## src/rtl/fft_pkg.sv

```systemverilog
// rtl/fft_pkg.sv - shared FFT front-end defaults and frame reader state encoding
package fft_pkg;

    localparam int DATA_W_DEF   = 16;
    localparam int N_POINTS_DEF = 32;
    localparam int ADDR_W_DEF   = $clog2(N_POINTS_DEF);

    typedef enum logic {
        ST_FILL  = 1'b0,
        ST_DRAIN = 1'b1
    } state_t;

endpackage

```

## src/rtl/bit_reverse.sv

```systemverilog
// rtl/bit_reverse.sv - combinational bit reversal of an index, shared by the FFT stages
import fft_pkg::*;

module bit_reverse #(
    parameter int ADDR_W = ADDR_W_DEF
) (
    input  logic [ADDR_W-1:0] din,
    output logic [ADDR_W-1:0] dout
);

    genvar b;
    generate
        for (b = 0; b < ADDR_W; b++) begin : g_rev
            assign dout[b] = din[ADDR_W-1-b];
        end
    endgenerate

endmodule

```

## src/rtl/bitrev_frame_reader.sv

```systemverilog
// rtl/bitrev_frame_reader.sv - frame buffer written in natural order, read out in bit-reversed order
import fft_pkg::*;

module bitrev_frame_reader #(
    parameter int DATA_W   = DATA_W_DEF,
    parameter int N_POINTS = N_POINTS_DEF,
    localparam int ADDR_W  = $clog2(N_POINTS)
) (
    input  logic              clk,
    input  logic              rst,
    input  logic              in_valid,
    output logic              in_ready,
    input  logic [DATA_W-1:0] in_data,
    output logic              out_valid,
    input  logic              out_ready,
    output logic [DATA_W-1:0] out_data,
    output logic [ADDR_W-1:0] out_index,
    output logic              out_last,
    output logic              busy
);

    localparam logic [ADDR_W-1:0] LAST_IDX = ADDR_W'(N_POINTS - 1);

    state_t            state_q;
    state_t            state_d;
    logic [ADDR_W-1:0] wr_cnt;
    logic [ADDR_W-1:0] rd_cnt;
    logic [ADDR_W-1:0] rd_idx;
    logic              wr_en;
    logic              rd_xfer;
    logic              draining;
    logic [DATA_W-1:0] mem [N_POINTS];

    bit_reverse #(
        .ADDR_W(ADDR_W)
    ) u_bit_reverse (
        .din (rd_cnt),
        .dout(rd_idx)
    );

    // Next state and handshake outputs; the frame boundary is the last write / last transfer
    always_comb begin
        state_d   = state_q;
        in_ready  = 1'b0;
        out_valid = 1'b0;
        out_last  = 1'b0;
        wr_en     = 1'b0;
        rd_xfer   = 1'b0;
        case (state_q)
            ST_FILL: begin
                in_ready = 1'b1;
                wr_en    = in_valid;
                if (in_valid && (wr_cnt == LAST_IDX)) begin
                    state_d = ST_DRAIN;
                end
            end
            ST_DRAIN: begin
                out_valid = 1'b1;
                out_last  = (rd_cnt == LAST_IDX);
                rd_xfer   = out_ready;
                if (out_ready && (rd_cnt == LAST_IDX)) begin
                    state_d = ST_FILL;
                end
            end
            default: state_d = ST_FILL;
        endcase
    end

    // State register
    always_ff @(posedge clk or posedge rst) begin
        if (rst) begin
            state_q <= ST_FILL;
        end else begin
            state_q <= state_d;
        end
    end

    // Write and read counters; both wrap naturally at the power-of-two frame length
    always_ff @(posedge clk or posedge rst) begin
        if (rst) begin
            wr_cnt <= '0;
            rd_cnt <= '0;
        end else begin
            if (wr_en) begin
                wr_cnt <= wr_cnt + 1'b1;
            end
            if (rd_xfer) begin
                rd_cnt <= rd_cnt + 1'b1;
            end
        end
    end

    // Sample storage, cleared on reset so a discarded frame never leaks out
    always_ff @(posedge clk or posedge rst) begin
        if (rst) begin
            for (int i = 0; i < N_POINTS; i++) begin
                mem[i] <= '0;
            end
        end else if (wr_en) begin
            mem[wr_cnt] <= in_data;
        end
    end

    // Read data is driven only while draining so idle outputs stay at zero
    assign draining  = (state_q == ST_DRAIN);
    assign out_index = draining ? rd_idx : '0;
    assign out_data  = draining ? mem[rd_idx] : '0;
    assign busy      = draining || (wr_cnt != '0);

endmodule

```

## config.mk

```make
export PLATFORM = sky130hd
export DESIGN_NAME = bitrev_frame_reader
export DESIGN_NICKNAME = d
export VERILOG_FILES = /design/src/rtl/fft_pkg.sv /design/src/rtl/bit_reverse.sv /design/src/rtl/bitrev_frame_reader.sv
export SDC_FILE = /design/constraint.sdc
export NUM_CORES = 1
export LEC_CHECK = 0
export CAP_MARGIN = 20
export CELL_PAD_IN_SITES_DETAIL_PLACEMENT = 1
export CELL_PAD_IN_SITES_GLOBAL_PLACEMENT = 1
export CORE_MARGIN = 1
export CORE_UTILIZATION = 50
export DETAILED_ROUTE_END_ITERATION = 7
export PLACE_DENSITY_LB_ADDON = 0.15
export SYNTH_ARGS = -nofsm -noshare
export SYNTH_HDL_FRONTEND = slang
export SYNTH_SLANG_ARGS = --single-unit
```

## constraint.sdc

```tcl
create_clock -name clk -period 21 [get_ports clk]
set_clock_uncertainty 0.05 [all_clocks]
set_input_delay 2.1 -clock clk [delete_from_list [all_inputs] [get_ports clk]]
set_output_delay 2.1 -clock clk [all_outputs]
set_load 0.03 [all_outputs]
```

=== Yosys cells after proc, flatten, opt, wreduce, memory -nomap -nowiden ===
Cells that the tools add are included.

* Bits of input ports: 20
* Register bits: 523
* Bits in latches: 0
* Bits in read-only memories: 0
* Output and inout port bits: 25
* Memories: 0
* Bits in writable memories: 0
* Logic and storage cells: 66

* Reductions and logical operators: 5
* Magnitude comparators: 3
* Shifts and indexed selects: 0
* Equal/unequal tests: 2
* Multiply operators: 0
* $add $sub $neg: 2
* Div/mod/pow operators: 0
* Bitwise gates (word level): 3
* Mux-type cells: 16

{| class="wikitable"
|+ Operators with widths
! kind !! number
|-
| bitwise mux 512 bit || 1
|-
| binary-select mux 16 bit (select 5 bit) || 1
|-
| demux 16 bit (select 5 bit) || 1
|-
| two-way mux 16 bit || 4
|-
| greater-or-equal comparator 6 bit, second input constant || 2
|-
| NOT 5 -> 6 bit || 2
|-
| adder 5 x 1 -> 5 bit, second input constant || 2
|-
| equality test 5 bit, second input constant || 2
|-
| two-way mux 1 bit || 7
|-
| less-than comparator 6 x 1 -> 1 bit, second input constant || 1
|-
| two-way mux 5 bit || 1
|-
| nonzero test 5 bit || 1
|-
| logical AND 1 bit || 3
|-
| case mux 1 bit (2 select lines) || 1
|-
| logical OR 1 bit || 1
|-
| NOT 1 bit || 1
|}

=== Longest topological paths before layout ===
* Depth after elaboration: 6
* Depth in mapped cells: 8
* Depth with buffers taken out: 5

=== Modules after synthesis ===
A second synthesis with hierarchy kept.

* Cells, all modules: 1542
* Area, all modules: 24115.6 um^2

{| class="wikitable"
|+ By module, submodules not included
! module !! sequential area each (um^2) !! cells each !! instances !! area an instance (um^2)
|-
| bitrev_frame_reader || 13087.6 || 1537 || 1 || 24078.1
|-
| bit_reverse || 0.0 || 5 || 1 || 37.5
|}

=== Worst setup path after synthesis ===
OpenSTA, ideal clock, no wires.

* Path kind: flip-flop to output port
* Start point: register state_q (netlist: draining)
* End point: output out_data[0]
* Path buffers: 3
* Arrival time: 2.291 ns
* Required time: 18.850 ns
* Cell stages (with the launch flop): 7
* Slack: 16.559 ns
* Cells stage by stage: dfrtp_1 buf_2 and2_1 clkbuf_1 clkbuf_1 a31oi_1 o22ai_1

* Longest elaborated chain between the ends: 1

{| class="wikitable"
|+ RTL lines
! what !! line !! text
|-
| start, declared || bitrev_frame_reader.sv:24 || <nowiki>state_t state_q;</nowiki>
|-
| start signal, assigned || bitrev_frame_reader.sv:74 || <nowiki>state_q <= state_d;</nowiki>
|-
| two-way mux 16 bit || bitrev_frame_reader.sv:107 || <nowiki>assign out_data = draining ? mem[rd_idx] : '0;</nowiki>
|-
| end, declared || bitrev_frame_reader.sv:16 || <nowiki>output logic [DATA_W-1:0] out_data,</nowiki>
|}

No other way between the ends.

=== Final worst setup path ===
* Start point: register rd_cnt[4]
* End point: output out_data[2]

* Longest elaborated chain between the ends: 5

{| class="wikitable"
|+ RTL lines
! what !! line !! text
|-
| start, declared || bitrev_frame_reader.sv:27 || <nowiki>logic [ADDR_W-1:0] rd_cnt;</nowiki>
|-
| start signal, assigned || bitrev_frame_reader.sv:88 || <nowiki>rd_cnt <= rd_cnt + 1'b1;</nowiki>
|-
| NOT 5 -> 6 bit (not written as such) || bitrev_frame_reader.sv:107 ||
|-
| binary-select mux 16 bit (select 5 bit) || bitrev_frame_reader.sv:107 ||
|-
| two-way mux 16 bit (not written as such) (2 in series) || bitrev_frame_reader.sv:107 ||
|-
| two-way mux 16 bit || bitrev_frame_reader.sv:107 ||
|}

No other way between the ends. The select of a mux whose other input is x is not followed.

==> implementation parameters <==
Parameter                              Value

Routing
  Number of vias per cell    slightly above 6
  Drt initial violations    slightly below 800
  DRC Markers    0
  Wirelength, routed    60,300 um
  Number of detailed-route iterations in the first pass    4
  Routed via count    approximately 13,000
  Detail Route Antenna Nets    0
  Avg WL per Cell    roughly 27 um

Finish
  Area growth syn-to-layout    13.4%
  N_diodes    0
  Number of fill cells    approximately 4,300
  Layout cells sized above 1    between 50% and 60%
  Nets@finish    roughly 1,600
  Final standard cell utilization of the core    between 50% and 60%

Setup path
  Kind of start point of the critical path    flip-flop
  Required time worst endpoint    around 19 ns
  Max Fanout on Critical Path    51
  Critical path class    flip-flop to output pin
  Element type at the critical path end    output pin
  Arrival time at the worst endpoint    roughly 5.4 ns
  Number of cell instances on the worst register-to-register path    5

Die
  Y dimension of the die    roughly 220 um
  Area of the core region    between 0.04 and 0.05 mm^2
  Initial cell density of the core    between 50% and 60%
  Total die area    0.0488 mm^2
  Number of ports placed on the die boundary    45
  Width of the die    221 um
  Num rows    79

Logic synthesis
  Async set-reset flop share out of synthesis    between 90% and 100%
  Average instance area after synthesis    approximately 16 um^2
  Number of different library cells in the post-synthesis netlist    35
  Area share of the largest cell type after synthesis    54.6%
  Warning count from the yosys run    0
  Mapped Nets    about 1,600
  Top cells by count, synth    523 x sky130_fd_sc_hd__dfrtp_1, 510 x sky130_fd_sc_hd__mux2_2, 96 x sky130_fd_sc_hd__mux4_2
  Register bit total from synthesis    523
  Largest area contributor in the synthesized netlist    sky130_fd_sc_hd__dfrtp_1
  Ranking of synthesized cells by area    sky130_fd_sc_hd__dfrtp_1 55%, sky130_fd_sc_hd__mux2_2 24%, sky130_fd_sc_hd__mux4_2 9.0%
  Top_reg_cell synth    sky130_fd_sc_hd__dfrtp_1
  Number of enable flip-flop cells after synthesis    0
  Post-synthesis sequential area ratio    approximately 55%
  Cell count after synthesis    ~1,500
  Post-synthesis instance area    0.0240 mm^2
  Most frequently used cell type in the post-synthesis netlist    sky130_fd_sc_hd__dfrtp_1

Global routing
  Overflow after GRT    0
  Number of global-route vias before repair    about 15,000
  Global-route wire length before repair    ~96,000 um
  Largest net degree at the start of global routing    85
  Total global-route track usage    ~26%
  Antenna violations before repair    0

Clock network
  Clock tree from TritonCTS    built
  Sink Count    523
  Number of setup buffers added after CTS    0
  Number of clock buffers inserted by TritonCTS    56
  Largest buffer count on any clock path    3
  Clock Tree Root    sky130_fd_sc_hd__clkbuf_16
  Clock transition at the registers of the reported paths    0.06 ns
  Clk_lat worst skew    roughly 0.6 ns
  Number of gates given a new drive strength after cts    0
  Hold buffer count at cts    0
  Number of levels the H-tree was split into    2

STA
  Final Max Slew Viols    0
  Worst relative slew slack    between 20 and 30%
  Minimum clock period after layout    ~7.6 ns
  Sum of negative setup slack    0 ns
  Max Clock Freq    between 100 and 150 MHz
  Slew at the pin with the worst max-slew slack    between 1 and 1.5 ns
  Count of final setup violators    0
  Fin. Hold Viols    0
  Share of the cycle needed by the critical path after routing    between 30% and 40%
  RSZ-0062 raised after global routing    no

Run
  Count of maximum capacitance violations    0

Placed design
  Number of buffers added on ports    44
  Post-detail-place hpwl    around 36,000 um
  Routability congestion estimate from global placement    0.782

Run status
  Outcome    completed

Hold path
  Number of stages on the worst hold path    1
  Path category of the worst min-delay check    flip-flop to flip-flop

Power
  Worst vdd rail ir drop    just under 0.07 mV
  Static leakage    around 12 nW
  Total Power    3.68 mW
  Power per Cell Area    around 140 mW/mm^2
## report_power, final
group | leakage, nW | total [mW] | internal (mW) | switching, mW
clock | 0.986 | 1.03 | 0.623 | 0.411
sequential | 6.80 | 1.63 | 1.41 | 0.223
combinational | 4.17 | 1.01 | 0.561 | 0.449
total | 12.0 | 3.68 | 2.59 | 1.08
## area by class of cell
type	instances	area, um^2	area share [%]
Timing Repair Buffer	98	1170	4.32
Tap cell	607	759	2.79
Inverter	5	26.3	0.0967
Sequential cell	523	13100	48.2
Clock inverter	20	218	0.801
Clock buffer	85	1750	6.45
Multi-Input combinational cell	875	10100	37.3
## critical path: stages, from the launching register on
cell                              delay (ns)
sky130_fd_sc_hd__dfrtp_4                0.77
sky130_fd_sc_hd__buf_4                  0.86
sky130_fd_sc_hd__buf_4                  0.74
sky130_fd_sc_hd__mux4_2                 0.60
sky130_fd_sc_hd__a22o_1                 0.27
sky130_fd_sc_hd__a221oi_1               0.69
sky130_fd_sc_hd__o22ai_1                0.15
sky130_fd_sc_hd__clkdlybuf4s50_1        0.65
## cell families after synthesis
group,share of synthesized area [%]
mux,35.9
flops,54.6
buf+inv,3.11
compound gates,3.92
simple gates,1.89
fa+ha+maj,0.365
xor+xnor,0.219
## final timing paths
check,slack (ns),end,startpoint
worst max-delay path,13.45,out_data[2],rd_cnt[4]$_DFFE_PP0P_
worst min-delay path,0.44,mem[206]$_DFFE_PP0P_,mem[206]$_DFFE_PP0P_
worst max register to register,18.35,mem[298]$_DFFE_PP0P_,draining$_DFF_PP0_
worst min register to register,0.44,mem[206]$_DFFE_PP0P_,mem[206]$_DFFE_PP0P_
max in group asynchronous,17.00,mem[150]$_DFFE_PP0P_,rst
min in group asynchronous,1.94,mem[476]$_DFFE_PP0P_,rst
## flip-flops by register name (all words and copies together) (netlist names)
name,flops
rd_cnt,5
mem,512
draining,1
wr_cnt,5
## per-stage QoR
stage | hold slack [ns] | std cells | worst slack [ns] | instance area [um^2]
global placement | 0.420 | 2085 | 14.07 | 24700
floorplan | 0.409 | 1545 | 4.24 | 24000
finish | 0.444 | 2213 | 13.45 | 27200
CTS | 0.449 | 2197 | 13.39 | 26800
global route | 0.460 | 2213 | 13.15 | 27200
detailed placement | 0.434 | 2092 | 14.06 | 24800
## metal layers
layer | global-route usage, % | part of all wire [%] | vias to the layer above
li1 | - | - | 5806
met1 | 36.0 | 45 | 7352
met2 | 42.5 | 49 | 222
met3 | 3.05 | 3.3 | 95
met4 | 7.87 | 2.3 | 0
met5 | 0 | 0 | -
## placed cells by master, fill, tap and decap left out, drive strengths merged, types with 18 or more instances in the layout
cell | netlist | routed
mux4 | 96 | 96
mux2i | 64 | 64
buf | 69 | 51
nor2 | 18 | 18
a22oi | 32 | 32
clkdlybuf4s50 | 0 | 44
mux2 | 515 | 515
a22o | 32 | 32
clkbuf | 73 | 88
nand2 | 23 | 23
dfrtp | 523 | 523
No activity file was read; power rests on OpenSTA's default activity.
